===== config.mk =====
export PLATFORM = sky130hd
export DESIGN_NAME = decode_issue
export DESIGN_NICKNAME = d
export VERILOG_FILES = /design/src/rtl/decode_issue_pkg.sv /design/src/rtl/decode_issue_regfile.sv /design/src/rtl/decode_issue.sv
export SDC_FILE = /design/constraint.sdc
export NUM_CORES = 2
export LEC_CHECK = 0
export BUFFER_PORTS_ARGS = -buffer_cell sky130_fd_sc_hd__buf_2
export CAP_MARGIN = 5
export CORE_MARGIN = 5
export CORE_UTILIZATION = 50
export CTS_CLUSTER_DIAMETER = 40
export CTS_CLUSTER_SIZE = 20
export DETAILED_ROUTE_END_ITERATION = 12
export PLACE_DENSITY = 0.69
export SYNTH_ARGS = -nofsm -noshare
export SYNTH_HDL_FRONTEND = slang
export SYNTH_SLANG_ARGS = --single-unit

===== constraint.sdc =====
create_clock -name clk -period 3 [get_ports clk]
set_input_delay 0 -clock clk [delete_from_list [all_inputs] [get_ports clk]]
set_output_delay 0 -clock clk [all_outputs]
set_load 0.01 [all_outputs]

===== src/rtl/decode_issue_pkg.sv =====
// rtl/decode_issue_pkg.sv - shared widths, opcode codes, RV32 field constants and decoder for decode_issue
package decode_issue_pkg;

  localparam int DSIZE = 32;
  localparam int ISIZE = 32;
  localparam int NREG  = 32;

  typedef enum logic [3:0] {
    OP_ADD  = 4'd0,
    OP_MUL  = 4'd1,
    OP_ADDI = 4'd2,
    OP_LW   = 4'd3,
    OP_SW   = 4'd4,
    OP_BNE  = 4'd5,
    OP_NOP  = 4'd15
  } op_e;

  localparam logic [6:0] RV_OP     = 7'b0110011;
  localparam logic [6:0] RV_OPIMM  = 7'b0010011;
  localparam logic [6:0] RV_LOAD   = 7'b0000011;
  localparam logic [6:0] RV_STORE  = 7'b0100011;
  localparam logic [6:0] RV_BRANCH = 7'b1100011;
  localparam logic [2:0] F3_ADD    = 3'b000;
  localparam logic [2:0] F3_WORD   = 3'b010;
  localparam logic [2:0] F3_BNE    = 3'b001;
  localparam logic [6:0] F7_ADD    = 7'b0000000;
  localparam logic [6:0] F7_MUL    = 7'b0000001;

  typedef enum logic {
    ST_RUN   = 1'b0,
    ST_STALL = 1'b1
  } state_e;

  typedef struct packed {
    op_e              code;
    logic             legal;
    logic             use_rs2;
    logic             wen;
    logic [4:0]       rd;
    logic [4:0]       rs1;
    logic [4:0]       rs2;
    logic [DSIZE-1:0] imm;
  } dec_t;

  // rd is only reported for instructions that really write it; rd==x0 suppresses the write.
  function automatic dec_t decode(input logic [ISIZE-1:0] w);
    dec_t d;
    d      = '0;
    d.code = OP_NOP;
    d.rs1  = w[19:15];
    d.rs2  = w[24:20];
    case (w[6:0])
      RV_OP: begin
        if (w[14:12] == F3_ADD && w[31:25] == F7_ADD) begin
          d.code = OP_ADD; d.legal = 1'b1; d.use_rs2 = 1'b1; d.wen = 1'b1;
        end else if (w[14:12] == F3_ADD && w[31:25] == F7_MUL) begin
          d.code = OP_MUL; d.legal = 1'b1; d.use_rs2 = 1'b1; d.wen = 1'b1;
        end
      end
      RV_OPIMM: begin
        if (w[14:12] == F3_ADD) begin
          d.code = OP_ADDI; d.legal = 1'b1; d.wen = 1'b1;
          d.imm  = {{(DSIZE-12){w[31]}}, w[31:20]};
        end
      end
      RV_LOAD: begin
        if (w[14:12] == F3_WORD) begin
          d.code = OP_LW; d.legal = 1'b1; d.wen = 1'b1;
          d.imm  = {{(DSIZE-12){w[31]}}, w[31:20]};
        end
      end
      RV_STORE: begin
        if (w[14:12] == F3_WORD) begin
          d.code = OP_SW; d.legal = 1'b1; d.use_rs2 = 1'b1;
          d.imm  = {{(DSIZE-12){w[31]}}, w[31:25], w[11:7]};
        end
      end
      RV_BRANCH: begin
        if (w[14:12] == F3_BNE) begin
          d.code = OP_BNE; d.legal = 1'b1; d.use_rs2 = 1'b1;
          d.imm  = {{(DSIZE-13){w[31]}}, w[31], w[7], w[30:25], w[11:8], 1'b0};
        end
      end
      default: ;
    endcase
    if (d.wen) d.rd = w[11:7];
    if (d.rd == 5'd0) d.wen = 1'b0;
    return d;
  endfunction

endpackage


===== src/rtl/decode_issue_regfile.sv =====
// rtl/decode_issue_regfile.sv - 32-entry register file, two write-first bypassed read ports, x0 reads zero
module decode_issue_regfile
  import decode_issue_pkg::*;
(
  input  logic             clk,
  input  logic             rst,
  input  logic             wr_en,
  input  logic [4:0]       wr_addr,
  input  logic [DSIZE-1:0] wr_data,
  input  logic [4:0]       rd_addr0,
  input  logic [4:0]       rd_addr1,
  output logic [DSIZE-1:0] rd_data0,
  output logic [DSIZE-1:0] rd_data1
);

  logic [DSIZE-1:0] mem_q [NREG];
  logic [DSIZE-1:0] mem_d [NREG];
  logic             wr_live;

  assign wr_live = wr_en && (wr_addr != 5'd0);

  always_comb begin
    mem_d = mem_q;
    if (wr_live) mem_d[wr_addr] = wr_data;
  end

  always_ff @(posedge clk) begin
    if (!rst) mem_q <= '{default: '0};
    else      mem_q <= mem_d;
  end

  // Same-cycle writeback is visible to the reader so a resolving load feeds its consumer directly.
  always_comb begin
    rd_data0 = '0;
    rd_data1 = '0;
    if (rd_addr0 != 5'd0) rd_data0 = (wr_live && wr_addr == rd_addr0) ? wr_data : mem_q[rd_addr0];
    if (rd_addr1 != 5'd0) rd_data1 = (wr_live && wr_addr == rd_addr1) ? wr_data : mem_q[rd_addr1];
  end

endmodule


===== src/rtl/decode_issue.sv =====
// rtl/decode_issue.sv - decode/issue stage with single-outstanding-load scoreboard and RUN/STALL control
module decode_issue
  import decode_issue_pkg::*;
(
  input  logic             clk,
  input  logic             rst,
  input  logic             in_valid,
  input  logic [ISIZE-1:0] in_instr,
  output logic             in_ready,
  input  logic             flush,
  input  logic             wb_en,
  input  logic [4:0]       wb_rd,
  input  logic [DSIZE-1:0] wb_data,
  output logic [3:0]       instr_code,
  output logic [DSIZE-1:0] a,
  output logic [DSIZE-1:0] b,
  output logic [DSIZE-1:0] imm,
  output logic [4:0]       out_rd,
  output logic             out_wen,
  output logic             out_valid,
  output logic             illegal
);

  state_e           state_q, state_d;
  logic [ISIZE-1:0] hold_q, hold_d;
  logic             pend_valid_q, pend_valid_d;
  logic [4:0]       pend_rd_q, pend_rd_d;
  op_e              code_q, code_d;
  logic [DSIZE-1:0] a_q, a_d, b_q, b_d, imm_q, imm_d;
  logic [4:0]       rd_q, rd_d;
  logic             wen_q, wen_d, valid_q, valid_d, illegal_q, illegal_d;

  logic [ISIZE-1:0] cur_word;
  dec_t             dec;
  logic [DSIZE-1:0] rs1_val, rs2_val;
  logic             accept, clearing, hazard, take, go, capture;

  // In STALL the decoder looks at the held word, so hazard re-evaluation needs no extra state.
  assign cur_word = (state_q == ST_STALL) ? hold_q : in_instr;
  assign dec      = decode(cur_word);

  decode_issue_regfile u_regfile (
    .clk      (clk),
    .rst      (rst),
    .wr_en    (wb_en),
    .wr_addr  (wb_rd),
    .wr_data  (wb_data),
    .rd_addr0 (dec.rs1),
    .rd_addr1 (dec.rs2),
    .rd_data0 (rs1_val),
    .rd_data1 (rs2_val)
  );

  assign clearing = pend_valid_q && wb_en && (wb_rd == pend_rd_q);
  assign hazard   = dec.legal && pend_valid_q && !clearing &&
                    ((dec.rs1 == pend_rd_q) || (dec.use_rs2 && dec.rs2 == pend_rd_q) ||
                     (dec.code == OP_LW));

  always_ff @(posedge clk) begin
    if (!rst) begin
      state_q      <= ST_RUN;
      hold_q       <= '0;
      pend_valid_q <= 1'b0;
      pend_rd_q    <= '0;
      code_q       <= OP_NOP;
      a_q          <= '0;
      b_q          <= '0;
      imm_q        <= '0;
      rd_q         <= '0;
      wen_q        <= 1'b0;
      valid_q      <= 1'b0;
      illegal_q    <= 1'b0;
    end else begin
      state_q      <= state_d;
      hold_q       <= hold_d;
      pend_valid_q <= pend_valid_d;
      pend_rd_q    <= pend_rd_d;
      code_q       <= code_d;
      a_q          <= a_d;
      b_q          <= b_d;
      imm_q        <= imm_d;
      rd_q         <= rd_d;
      wen_q        <= wen_d;
      valid_q      <= valid_d;
      illegal_q    <= illegal_d;
    end
  end

  always_comb begin
    state_d = state_q;
    if (flush) state_d = ST_RUN;
    else begin
      case (state_q)
        ST_RUN:   if (accept && hazard) state_d = ST_STALL;
        ST_STALL: if (!hazard) state_d = ST_RUN;
        default:  state_d = ST_RUN;
      endcase
    end
  end

  always_comb begin
    in_ready  = rst && (state_q == ST_RUN) && !flush;
    accept    = in_valid && in_ready;
    take      = (state_q == ST_RUN) ? accept : !flush;
    go        = take && !hazard;
    capture   = (state_q == ST_RUN) && accept && hazard;

    hold_d    = flush ? '0 : (capture ? in_instr : hold_q);
    code_d    = OP_NOP;
    a_d       = a_q;
    b_d       = b_q;
    imm_d     = imm_q;
    rd_d      = rd_q;
    wen_d     = 1'b0;
    valid_d   = 1'b0;
    illegal_d = 1'b0;
    if (go && dec.legal) begin
      code_d  = dec.code;
      a_d     = rs1_val;
      b_d     = dec.use_rs2 ? rs2_val : '0;
      imm_d   = dec.imm;
      rd_d    = dec.rd;
      wen_d   = dec.wen;
      valid_d = 1'b1;
    end else if (go) begin
      illegal_d = 1'b1;
    end

    // A newly issued load outranks a same-cycle clear of the previous one.
    pend_valid_d = pend_valid_q;
    pend_rd_d    = pend_rd_q;
    if (go && dec.legal && dec.code == OP_LW && dec.wen) begin
      pend_valid_d = 1'b1;
      pend_rd_d    = dec.rd;
    end else if (clearing) begin
      pend_valid_d = 1'b0;
    end
  end

  assign instr_code = code_q;
  assign a          = a_q;
  assign b          = b_q;
  assign imm        = imm_q;
  assign out_rd     = rd_q;
  assign out_wen    = wen_q;
  assign out_valid  = valid_q;
  assign illegal    = illegal_q;

endmodule


==> metrics <==
Worst Hold Depth 4; Num CTS Buffers 168; Cells after DPL 10100; fin. max-slew vios 0; drt pass-1 iters 11; Clk pin slew, worst setup/hold paths around 0.060 ns; Post-synth EDFFs 0; slew of the pin with the lowest slew margin around 1.3 ns; non-filler cells, final 10510; Final Routed Wirelength about 260000 um; Post-DRT Antenna Nets 0; mux cell area share after synthesis under 10%; HP Class in -> reg; hold path endpoint hold_q[18]; cell area after synthesis approximately 60000 um^2; core area 118200 um^2; R2R setup slack -0.07 ns; outcome finished, violations left; required time of the worst setup path ~3.7 ns; Crit Reg-Reg Endpoint b[2]; hold path startpoint in_instr[18]; clock period minus worst slack a little over 3 ns; vias in the first global route between 60000 and 70000; Seq/Total Area, Yosys between 30% and 40%; Area growth, synth to finish 19.33%; Async SR Flop Fraction 0%; Leakage 24.07 nW; Global Route met2 Usage between 50 and 60%; Via Count ~68000; Bufs on Longest Clock Path 3; Flop pwr share about two fifths; combinational share of power 9.5%; Slew HR 16.41%; final period utilization 102.2%; Achievable Freq ~330 MHz; pwr/cell area roughly 570 nW/um^2; die area between 100000 and 150000 um^2; clock root buffer clkbuf_16; critical path arrival about 3.8 ns; Die Y ~360 um; Initial DRC Count roughly 10000; fin worst setup slack -0.06504 ns; initial core utilization 50.40%; met1 Use GR roughly 49%; clock power share between 50 and 60%; # port buffers ~180; GR Overflow Total 0; Worst-Skew Late Latency between 0.8 and 0.9 ns; vias per cell 6.424; layout net count ~9000; most frequent cells in the layout nand2_1 (3536), dfxtp_1 (1151), a21oi_1 (1126); Die X about 360 um; CTS tree done; crit path launch type register; Worst VDD drop approximately 0.64 mV; Synth Area in Simple Gates 32.92%; Reg2Reg Launch Point state_q; post-synth cell types 63; crit path kind reg -> reg; internal power 29.42 mW; Max Cap Viol 0; Psw about 11 mW; RSZ-0062 raised after global routing yes; synth warn 0; largest family of logic cells by synthesized area simple AND/OR/NAND/NOR gates; fillers between 10000 and 15000; Setup TNS -1.890 ns; Avg WL per Cell between 20 and 25 um; Post-Synth Adder-Cell Area 0%; Post-Synthesis Cells just under 9000; met3 usage approximately 12%; Top FF cell, synth dfxtp_1; GR peak layer met2; DRC viols 2; GRT Util Overall 39.52%; Worst Clk Skew approximately 0.036 ns; violations in the final reports design-rule violations, negative setup slack; Crit. End Element register; Core Rows between 100 and 150; register bit total from synthesis about 1200; # clock sinks ~1200; I/O pin count between 150 and 200; gpl congestion ~0.96; H-tree depth 4; Setup violations, final between 50 and 60; first-pass GRT wire length ~390000 um; Critical Path Fanout Max 18; most common cell after layout, fill and taps aside nand2_1; largest net degree at the start of global routing 160; dpl hpwl approximately 160000 um; Post-Syn Nets between 8000 and 9000; syn_area_per_cell 6.712 um^2; WHS ~0.042 ns; post-synthesis compound-gate area fraction approximately 20%; antenna violations before repair 10; Final Hold Vio Count 0; Net Sw Frac a little over a quarter; post-synthesis xor/xnor area fraction less than 1%; share of layout cells above drive strength 1 between 10% and 20%; Worst Reg2Reg Path Length in Cells 9
==> cells by family after synthesis <==
kind of cell,Yosys count
and+or+nand+nor,4724
AOI/OAI and AO/OA,1966
DFF,1152
buffers and inverters,906
muxes,104
xor gates and xnor gates,27
==> area by class of cell <==
| class | instances | area, um^2 | share of cell area [%] |
|---|---|---|---|
| clock inverter | 116 | 1533 | 2.155 |
| inverter | 4 | 22.52 | 0.03167 |
| clock buffer | 193 | 4429 | 6.228 |
| tap | 1536 | 1922 | 2.702 |
| antenna | 10 | 25.02 | 0.03519 |
| timing repair buffer | 680 | 6415 | 9.020 |
| sequential | 1152 | 23070 | 32.43 |
| multi-input combinational | 6821 | 33700 | 47.39 |
==> state kept, by name, summed over array words and instances, names as in the netlist, 4 cells and up <==
signal / flops
u_regfile.mem_q: 1024
a: 32
b: 32
hold_q: 32
imm: 13
out_rd: 5
pend_rd_q: 5
instr_code: 4
==> synthesized netlist by cell type (2+ instances only) <==
master,count,area share [%]
a211oi_1,259,3.3
a21oi_1,1128,9.5
a22o_1,8,0.12
a311oi_1,64,0.94
a31oi_1,258,2.7
a32oi_1,32,0.47
and2_1,299,3.1
and3_1,37,0.39
buf_1,64,0.40
buf_2,38,0.32
buf_4,21,0.26
buf_6,7,0.13
clkbuf_1,772,4.9
dfxtp_1,1152,39
inv_1,3,0.019
mux2_2,5,0.094
mux2i_1,98,1.6
nand2_1,3573,23
nand2b_1,2,0.021
nand3_1,559,4.7
nand3b_1,3,0.038
nor2_1,140,0.88
nor2b_1,5,0.052
nor3_1,6,0.050
nor3_2,3,0.050
nor3b_1,5,0.063
nor4_1,67,0.70
nor4b_1,3,0.044
o21a_1,2,0.025
o21ai_0,3,0.025
o22ai_1,133,1.4
o2bb2ai_1,4,0.059
o2bb2ai_2,60,1.5
or2_2,6,0.063
or3_1,6,0.063
or3b_2,2,0.029
xnor2_1,19,0.28
xor2_1,8,0.12
==> worst max-delay path, stage by stage, from the launching register on <==
cell,delay (ns)
dfxtp_4,0.36
buf_8,0.14
or3b_4,0.39
a221oi_4,0.32
o221ai_2,0.18
or3_4,0.40
a211o_4,0.35
or3_4,0.45
buf_12,0.20
o2bb2ai_2,0.15
==> per-layer routing <==
layer  wire, um  up-vias
li1           -    29750
met1      93670    31310
met2     109400     5121
met3      37320     1356
met4      22050        0
met5          0        -
==> power groups by stage <==
stage	Combinational [mW]	Sequential, mW	Clock (mW)
after floorplan	2.02	15.8	0
after global placement	3.47	15.8	0
after detailed placement	3.51	15.8	0
after CTS	3.62	15.5	21.1
after global routing	3.96	15.5	21.8
final	3.82	15.5	21.1
==> worst max path at each step <==
stage                     startpoint  endpoint  slack [ns]  cells after the start
after detailed placement     state_q      a[4]       -0.31                     10
final                        state_q      b[2]       -0.07                      9
after floorplan              state_q     a[10]        0.14                     11
after global placement       state_q      a[0]       -0.25                     10
after global routing         state_q      a[0]       -0.13                     10
after CTS                    state_q     a[16]       0.004                     13
==> through the flow <==
| step | utilization (%) | power, mW | setup slack, ns | cell area [um^2] |
|---|---|---|---|---|
| 2_1_floorplan | - | 17.81 | 0.1370 | 59590 |
| 3_3_place_gp | 53.93 | 19.28 | -0.2484 | 63770 |
| 3_5_place_dp | 53.93 | 19.31 | -0.3099 | 63770 |
| 4_1_cts | 59.77 | 40.18 | 0.003790 | 70670 |
| 5_1_grt | 60.13 | 41.27 | -0.1343 | 71100 |
| 6_report | 60.15 | 40.37 | -0.06504 | 71120 |
==> repair_timing <==
item / 4_1_cts / 5_1_grt
endpoints found under the setup margin: 71 / 78
pin swaps: 6 / 26
gates resized for setup: 16 / 47
buffers inserted: 1 / 6
hold buffers: 82 / 0
gates cloned: 1 / 4
endpoints found under the hold margin: 1112 / 0
(Power assumes the default switching activity.)
